## src/rtl/hazard_fwd_unit_if.sv

```systemverilog
// Hazard/forwarding unit signal bundle: the pipeline (master) presents register
// addresses and EX control, the hazard unit (slave) returns forwarding selects and stall/flush commands.
interface hazard_fwd_unit_if #(
  parameter int REG_AW = 5
);
  logic [REG_AW-1:0] ID_RA1;
  logic [REG_AW-1:0] ID_RA2;
  logic              ID_USE_RS1;
  logic              ID_USE_RS2;
  logic [REG_AW-1:0] EX_RA1;
  logic [REG_AW-1:0] EX_RA2;
  logic [REG_AW-1:0] EX_WA;
  logic              EX_RF_WE;
  logic              EX_MEMREAD;
  logic              EX_TAKEN;
  logic [1:0]        FWD_A;
  logic [1:0]        FWD_B;
  logic              STALL_PC;
  logic              STALL_IFID;
  logic              BUBBLE_IDEX;
  logic              FLUSH_IFID;
  logic              FLUSH_IDEX;
  logic [31:0]       STALL_CNT;
  logic [31:0]       FLUSH_CNT;

  modport master (
    output ID_RA1, ID_RA2, ID_USE_RS1, ID_USE_RS2,
    output EX_RA1, EX_RA2, EX_WA, EX_RF_WE, EX_MEMREAD, EX_TAKEN,
    input  FWD_A, FWD_B, STALL_PC, STALL_IFID, BUBBLE_IDEX,
    input  FLUSH_IFID, FLUSH_IDEX, STALL_CNT, FLUSH_CNT
  );

  modport slave (
    input  ID_RA1, ID_RA2, ID_USE_RS1, ID_USE_RS2,
    input  EX_RA1, EX_RA2, EX_WA, EX_RF_WE, EX_MEMREAD, EX_TAKEN,
    output FWD_A, FWD_B, STALL_PC, STALL_IFID, BUBBLE_IDEX,
    output FLUSH_IFID, FLUSH_IDEX, STALL_CNT, FLUSH_CNT
  );
endinterface

```

## src/rtl/hazard_fwd_unit.sv

```systemverilog
// RV32I hazard detection and operand forwarding unit, clocked on negedge with the pipeline registers.
// Optional performance counters are enabled by defining HAZ_PERF_CNT_EN.
module hazard_fwd_unit #(
  parameter int REG_AW       = 5,
  parameter int LOAD_LAT     = 1,
  parameter int FLUSH_CYCLES = 2
) (
  input  logic              CLK,
  input  logic              RST,
  hazard_fwd_unit_if.slave  bus
);

  typedef enum logic [1:0] {S_RUN = 2'd0, S_LU_STALL = 2'd1, S_REDIRECT = 2'd2} state_t;

  localparam logic [1:0] LU_CNT_INIT    = 2'(LOAD_LAT - 1);
  localparam logic [1:0] FLUSH_CNT_INIT = 2'(FLUSH_CYCLES - 1);

  state_t            r_state;
  state_t            w_state_nxt;
  logic [1:0]        r_cnt;
  logic [1:0]        w_cnt_nxt;

  logic [REG_AW-1:0] r_mem_wa;
  logic              r_mem_we;
  logic              r_mem_rd;
  logic [REG_AW-1:0] r_wb_wa;
  logic              r_wb_we;

  logic              w_lu;
  logic              w_stall;
  logic              w_flush_ifid;
  logic              w_flush_idex;

  function automatic logic [1:0] fwd_sel(
    input logic [REG_AW-1:0] ra,
    input logic [REG_AW-1:0] mem_wa,
    input logic              mem_we,
    input logic              mem_rd,
    input logic [REG_AW-1:0] wb_wa,
    input logic              wb_we
  );
    // A load result is not available in MEM yet, so it may only come from WB.
    if (mem_we && (mem_wa != '0) && (mem_wa == ra) && !mem_rd)
      return 2'b01;
    else if (wb_we && (wb_wa != '0) && (wb_wa == ra))
      return 2'b10;
    else
      return 2'b00;
  endfunction

  // Shadow of the MEM/WB destination fields; advances even while stalled.
  always_ff @(negedge CLK or posedge RST) begin
    if (RST) begin
      r_mem_wa <= '0;
      r_mem_we <= 1'b0;
      r_mem_rd <= 1'b0;
      r_wb_wa  <= '0;
      r_wb_we  <= 1'b0;
    end else begin
      r_mem_wa <= bus.EX_WA;
      r_mem_we <= bus.EX_RF_WE;
      r_mem_rd <= bus.EX_MEMREAD;
      r_wb_wa  <= r_mem_wa;
      r_wb_we  <= r_mem_we;
    end
  end

  assign bus.FWD_A = fwd_sel(bus.EX_RA1, r_mem_wa, r_mem_we, r_mem_rd, r_wb_wa, r_wb_we);
  assign bus.FWD_B = fwd_sel(bus.EX_RA2, r_mem_wa, r_mem_we, r_mem_rd, r_wb_wa, r_wb_we);

  assign w_lu = bus.EX_MEMREAD && bus.EX_RF_WE && (bus.EX_WA != '0) &&
                ((bus.ID_USE_RS1 && (bus.ID_RA1 == bus.EX_WA)) ||
                 (bus.ID_USE_RS2 && (bus.ID_RA2 == bus.EX_WA)));

  always_ff @(negedge CLK or posedge RST) begin
    if (RST) begin
      r_state <= S_RUN;
      r_cnt   <= 2'd0;
    end else begin
      r_state <= w_state_nxt;
      r_cnt   <= w_cnt_nxt;
    end
  end

  always_comb begin
    w_state_nxt = r_state;
    w_cnt_nxt   = r_cnt;
    case (r_state)
      S_RUN: begin
        if (bus.EX_TAKEN) begin
          if (FLUSH_CYCLES > 1) begin
            w_state_nxt = S_REDIRECT;
            w_cnt_nxt   = FLUSH_CNT_INIT;
          end
        end else if (w_lu) begin
          if (LOAD_LAT > 1) begin
            w_state_nxt = S_LU_STALL;
            w_cnt_nxt   = LU_CNT_INIT;
          end
        end
      end
      S_LU_STALL, S_REDIRECT: begin
        if (r_cnt == 2'd1) begin
          w_state_nxt = S_RUN;
          w_cnt_nxt   = 2'd0;
        end else begin
          w_cnt_nxt   = r_cnt - 2'd1;
        end
      end
      default: begin
        w_state_nxt = S_RUN;
        w_cnt_nxt   = 2'd0;
      end
    endcase
  end

  // Commands are masked while RST is high so an aborted stall/flush drops at once.
  always_comb begin
    w_stall      = 1'b0;
    w_flush_ifid = 1'b0;
    w_flush_idex = 1'b0;
    if (!RST) begin
      case (r_state)
        S_RUN: begin
          if (bus.EX_TAKEN) begin
            w_flush_ifid = 1'b1;
            w_flush_idex = 1'b1;
          end else if (w_lu) begin
            w_stall = 1'b1;
          end
        end
        S_LU_STALL: w_stall      = 1'b1;
        S_REDIRECT: w_flush_ifid = 1'b1;
        default:    w_stall      = 1'b0;
      endcase
    end
  end

  assign bus.STALL_PC    = w_stall;
  assign bus.STALL_IFID  = w_stall;
  assign bus.BUBBLE_IDEX = w_stall;
  assign bus.FLUSH_IFID  = w_flush_ifid;
  assign bus.FLUSH_IDEX  = w_flush_idex;

`ifdef HAZ_PERF_CNT_EN
  logic [31:0] r_stall_cnt;
  logic [31:0] r_flush_cnt;

  always_ff @(negedge CLK or posedge RST) begin
    if (RST) begin
      r_stall_cnt <= 32'd0;
      r_flush_cnt <= 32'd0;
    end else begin
      if (w_stall)      r_stall_cnt <= r_stall_cnt + 32'd1;
      if (w_flush_ifid) r_flush_cnt <= r_flush_cnt + 32'd1;
    end
  end

  assign bus.STALL_CNT = r_stall_cnt;
  assign bus.FLUSH_CNT = r_flush_cnt;
`else
  assign bus.STALL_CNT = 32'd0;
  assign bus.FLUSH_CNT = 32'd0;
`endif

endmodule
```

## src/flat_wrapper.sv

```systemverilog
// flat-port wrapper written by rule: the top's interface ports become plain ports
module hazard_fwd_unit_flat 
#(
  parameter int REG_AW       = 5,
  parameter int LOAD_LAT     = 1,
  parameter int FLUSH_CYCLES = 2
)
  (CLK, RST, bus_ID_RA1, bus_ID_RA2, bus_ID_USE_RS1, bus_ID_USE_RS2, bus_EX_RA1, bus_EX_RA2, bus_EX_WA, bus_EX_RF_WE, bus_EX_MEMREAD, bus_EX_TAKEN, bus_FWD_A, bus_FWD_B, bus_STALL_PC, bus_STALL_IFID, bus_BUBBLE_IDEX, bus_FLUSH_IFID, bus_FLUSH_IDEX, bus_STALL_CNT, bus_FLUSH_CNT);
  hazard_fwd_unit_if #(.REG_AW(REG_AW)) bus_i ();
  input  logic CLK;
  input  logic RST;
  input wire logic [$bits(bus_i.ID_RA1)-1:0] bus_ID_RA1;
  input wire logic [$bits(bus_i.ID_RA2)-1:0] bus_ID_RA2;
  input wire logic [$bits(bus_i.ID_USE_RS1)-1:0] bus_ID_USE_RS1;
  input wire logic [$bits(bus_i.ID_USE_RS2)-1:0] bus_ID_USE_RS2;
  input wire logic [$bits(bus_i.EX_RA1)-1:0] bus_EX_RA1;
  input wire logic [$bits(bus_i.EX_RA2)-1:0] bus_EX_RA2;
  input wire logic [$bits(bus_i.EX_WA)-1:0] bus_EX_WA;
  input wire logic [$bits(bus_i.EX_RF_WE)-1:0] bus_EX_RF_WE;
  input wire logic [$bits(bus_i.EX_MEMREAD)-1:0] bus_EX_MEMREAD;
  input wire logic [$bits(bus_i.EX_TAKEN)-1:0] bus_EX_TAKEN;
  output wire logic [$bits(bus_i.FWD_A)-1:0] bus_FWD_A;
  output wire logic [$bits(bus_i.FWD_B)-1:0] bus_FWD_B;
  output wire logic [$bits(bus_i.STALL_PC)-1:0] bus_STALL_PC;
  output wire logic [$bits(bus_i.STALL_IFID)-1:0] bus_STALL_IFID;
  output wire logic [$bits(bus_i.BUBBLE_IDEX)-1:0] bus_BUBBLE_IDEX;
  output wire logic [$bits(bus_i.FLUSH_IFID)-1:0] bus_FLUSH_IFID;
  output wire logic [$bits(bus_i.FLUSH_IDEX)-1:0] bus_FLUSH_IDEX;
  output wire logic [$bits(bus_i.STALL_CNT)-1:0] bus_STALL_CNT;
  output wire logic [$bits(bus_i.FLUSH_CNT)-1:0] bus_FLUSH_CNT;
  assign bus_i.ID_RA1 = bus_ID_RA1;
  assign bus_i.ID_RA2 = bus_ID_RA2;
  assign bus_i.ID_USE_RS1 = bus_ID_USE_RS1;
  assign bus_i.ID_USE_RS2 = bus_ID_USE_RS2;
  assign bus_i.EX_RA1 = bus_EX_RA1;
  assign bus_i.EX_RA2 = bus_EX_RA2;
  assign bus_i.EX_WA = bus_EX_WA;
  assign bus_i.EX_RF_WE = bus_EX_RF_WE;
  assign bus_i.EX_MEMREAD = bus_EX_MEMREAD;
  assign bus_i.EX_TAKEN = bus_EX_TAKEN;
  assign bus_FWD_A = bus_i.FWD_A;
  assign bus_FWD_B = bus_i.FWD_B;
  assign bus_STALL_PC = bus_i.STALL_PC;
  assign bus_STALL_IFID = bus_i.STALL_IFID;
  assign bus_BUBBLE_IDEX = bus_i.BUBBLE_IDEX;
  assign bus_FLUSH_IFID = bus_i.FLUSH_IFID;
  assign bus_FLUSH_IDEX = bus_i.FLUSH_IDEX;
  assign bus_STALL_CNT = bus_i.STALL_CNT;
  assign bus_FLUSH_CNT = bus_i.FLUSH_CNT;
  hazard_fwd_unit #(.REG_AW(REG_AW), .LOAD_LAT(LOAD_LAT), .FLUSH_CYCLES(FLUSH_CYCLES)) u_core (.CLK(CLK), .RST(RST), .bus(bus_i));
endmodule
```

## config.mk

```make
export PLATFORM = sky130hd
export DESIGN_NAME = hazard_fwd_unit_flat
export DESIGN_NICKNAME = d
export VERILOG_FILES = /design/src/rtl/hazard_fwd_unit_if.sv /design/src/rtl/hazard_fwd_unit.sv /design/src/flat_wrapper.sv
export SDC_FILE = /design/constraint.sdc
export NUM_CORES = 1
export LEC_CHECK = 0
export CAP_MARGIN = 5
export CELL_PAD_IN_SITES_DETAIL_PLACEMENT = 1
export CELL_PAD_IN_SITES_GLOBAL_PLACEMENT = 2
export CORE_UTILIZATION = 17
export DETAILED_ROUTE_END_ITERATION = 12
export PLACE_DENSITY = 0.77
export SLEW_MARGIN = 5
export SYNTH_ARGS = -nofsm -noshare
export SYNTH_HDL_FRONTEND = slang
export SYNTH_SLANG_ARGS = --single-unit
```

## constraint.sdc

```tcl
create_clock -name CLK -period 3.3 [get_ports CLK]
set_input_delay 0.99 -clock CLK [delete_from_list [all_inputs] [get_ports CLK]]
set_output_delay 0.99 -clock CLK [all_outputs]
set_load 0.05 [all_outputs]
```

==> flow_metrics.env <==
export IMPL_p_leak_nw=0.955
export IMPL_grt_pass1_vias=1008
export IMPL_clkTransAtPathRegs_ns=0.04
export IMPL_timing_hold_violations_final=0
export IMPL_crit_type="register to output pin"
export IMPL_p_comb_share_pct=52.7
export IMPL_drc_errors=0
export IMPL_status="finished, violations left"
export IMPL_clockBufferDepth=2
export IMPL_p_int_w=0.000466
export IMPL_postLayoutCoreUtil_pct=27.6
export IMPL_grt_max_degree=17
export IMPL_clk_latency_ns=0.26
export IMPL_ff2ff_setup_slack_ns=2.19
export IMPL_dieArea_um2=8440
export IMPL_gp_congestion=0.740
export IMPL_dieHeight_um=91.9
export IMPL_numCtsBuffers=3
export IMPL_hpwl_um=2660
export IMPL_cp_arrival_ns=3.49
export IMPL_synth_area_per_cell_um2=9.47
export IMPL_clkSinkCount=16
export IMPL_fill_cells=915
export IMPL_fin_cells=318
export IMPL_antenna_cells=0
export IMPL_finalSetupViolations=9
export IMPL_maxCapViolCount=0
export IMPL_io_pins=105
export IMPL_power_density_nw_per_um2=382
export IMPL_drtPass1Iterations=3
export IMPL_ff_latch_area_um2=400
export IMPL_slew_viol_final=0
export IMPL_grt_util_all_layers_pct=7.13
export IMPL_pwr_share_clk_pct=17.1
export IMPL_switching_share_pct=43.1
export IMPL_cts_tree="yes"
export IMPL_syn_area_um2=1370
export IMPL_vias_per_cell=3.22
export IMPL_die_x_um=91.9
export IMPL_worst_ep_required_time_ns=2.31
export IMPL_area_growth_pct=56.0
export IMPL_totalWireLength_um=3020
export IMPL_violations="negative setup slack"
export IMPL_antenna_left=0
export IMPL_start_util_pct=17.7
export IMPL_ys_seq_elements=16
export IMPL_reg2reg_to="u_core.r_cnt[1]$_DFFE_NP0P_"
export IMPL_p_sw_w=0.000352
export IMPL_pwr_share_seq_pct=30.2
export IMPL_setup_ws_ns=-1.18
export IMPL_fp_row_count=32
export IMPL_start_kind="register"
export IMPL_synth_cell_types=22
export IMPL_antenna_found_initial=0
export IMPL_cp_end_kind="output pin"
export IMPL_path_max_fanout=3
export IMPL_final_nets=251
export IMPL_hp_start="u_core.r_mem_we$_DFF_NP0_"
export IMPL_coreArea_um2=7770
export IMPL_layout_drive_gt1_share_pct=28.2
export IMPL_skew_ns=0.00219
export IMPL_grt_pass1_wl_um=4730
export IMPL_place_inst=311
export IMPL_htree_levels=1
export IMPL_final_setup_tns_ns=-8.19
export IMPL_yosysWarnings=0
export IMPL_drt_iter0_drc=5
export IMPL_multi_input_area_um2=827
export IMPL_grt_ovfl_total=0
export IMPL_reg2reg_from="u_core.r_cnt[1]$_DFFE_NP0P_"
export IMPL_holdPathStages=0
export IMPL_peakVddDrop_mv=0.107
export IMPL_port_buffer_count=40
export IMPL_ff2ff_path_depth=3
export IMPL_hold_class="register to register"
export IMPL_rsz0062_at_grt="true"
export IMPL_synth_cells=145
export IMPL_pre_cts_ws_ns=-0.918
export IMPL_seq_area_frac_synth_pct=29.2
export IMPL_via_count=1023
export IMPL_clock_root_buffer="clkbuf_8"
export IMPL_hold_path_endpoint="u_core.r_wb_we$_DFF_NP0_"
export IMPL_wire_per_inst_um=9.50
export IMPL_holdBufCountCts=0
==> cell families after synthesis <==
group | count (synthesis) | share of synthesized area [%]
xor+xnor | 30 | 19.1
flops | 16 | 29.2
simple gates | 22 | 10.8
fa+ha+maj | 1 | 0.911
buf+inv | 68 | 36.6
compound gates | 7 | 3.10
other cells | 1 | 0.273
==> registers in the layout, summed over array words and instances (netlist names) <==
register and flops:
u_core.r_state 1, u_core.r_mem_wa 5, u_core.r_mem_we 1, u_core.r_cnt 2
u_core.r_wb_wa 5, u_core.r_mem_rd 1, u_core.r_wb_we 1
==> power by group through the flow <==
| stage | Sequential (W) | Clock [W] | Combinational, W |
|---|---|---|---|
| finish | 0.000247 | 0.000140 | 0.000431 |
| CTS | 0.000245 | 0.000146 | 0.000412 |
| global placement | 0.000247 | 0 | 0.000384 |
| global route | 0.000249 | 0.000157 | 0.000457 |
| detailed placement | 0.000248 | 0 | 0.000394 |
| floorplan | 0.000253 | 0 | 0.000318 |
==> metal layers <==
metal / vias up / global-route usage, % / share of wire (%)
li1: 486 / - / -
met1: 478 / 7.96 / 36
met5: - / 0 / 0
met4: 0 / 3.13 / 1.1
met2: 57 / 12.8 / 54
met3: 2 / 1.66 / 8.7
==> final cells by class <==
type / count / share of cell area, %
multi-input combinational: 124 / 38.6
timing repair buffer: 71 / 34.4
sequential: 16 / 18.7
tap: 102 / 5.96
clock buffer: 3 / 1.93
inverter: 2 / 0.351
==> timing repair <==
item	CTS	global route
pin swaps	4	3
endpoints found under the setup margin	12	9
endpoints found under the hold margin	0	0
buffers inserted	3	4
cloned	0	0
gates resized for setup	8	4
==> worst max-delay path by stage <==
stage,from,end,slack [ns]
final,u_core.r_wb_wa[4]$_DFF_NP0_,bus_FWD_A[1],-1.18
after global placement,u_core.r_wb_wa[2]$_DFF_NP0_,bus_FWD_A[1],-0.87
after detailed placement,u_core.r_wb_wa[2]$_DFF_NP0_,bus_FWD_A[1],-0.92
after floorplan,u_core.r_mem_wa[1]$_DFF_NP0_,bus_FWD_A[1],-1.14
after global routing,u_core.r_wb_wa[3]$_DFF_NP0_,bus_FWD_A[1],-1.27
after CTS,u_core.r_wb_wa[2]$_DFF_NP0_,bus_FWD_A[1],-1.20
==> layout by cell type (no fill, tap or decap), types with 2 or more instances in the layout <==
cell type / instances
dfrtn_1: 16
nor4_1: 2
clkbuf_8: 3
xor2_1: 20
xnor2_1: 8
inv_1: 2
or4_4: 2
clkdlybuf4s50_1: 30
buf_4: 27
conb_1: 64
xnor2_2: 2
nor3_1: 2
buf_6: 4
nand3_2: 2
nand3_1: 3
a21oi_1: 2
buf_12: 9
nor4_4: 3
or4_1: 2
==> critical path: stages (launching register included) <==
cell and delay [ns]:
dfrtn_1 0.44, or4_1 0.13, o21ai_1 0.07, or4_4 0.43, nor4_4 0.34, buf_12 0.18
==> Yosys cell counts (all sizes together) <==
| master | n | area [um^2] |
|---|---|---|
| nor4 | 5 | 43.8 |
| buf | 66 | 495 |
| xor2 | 20 | 175 |
| a21oi | 3 | 15.0 |
| xnor2 | 10 | 87.6 |
| ha | 1 | 12.5 |
| nor2b | 1 | 6.26 |
| or4 | 4 | 33.8 |
| nand3 | 5 | 25.0 |
| nor3 | 3 | 15.0 |
| a22o | 1 | 8.76 |
| and4 | 1 | 8.76 |
| dfrtn | 16 | 400 |
| o21ai | 3 | 18.8 |
| inv | 2 | 7.51 |
| nor2 | 2 | 7.51 |
| conb | 1 | 3.75 |
| nor3b | 1 | 7.51 |
==> through the flow <==
step | cell area [um^2] | power [W] | hold WS (ns)
after CTS | 2110 | 0.000804 | 0.327
after global routing | 2140 | 0.000863 | 0.332
after global placement | 2030 | 0.000631 | 0.318
after detailed placement | 2030 | 0.000641 | 0.327
after floorplan | 1710 | 0.000571 | 0.307
final | 2140 | 0.000818 | 0.323
Note: power is estimated with default switching activity, not from simulation.
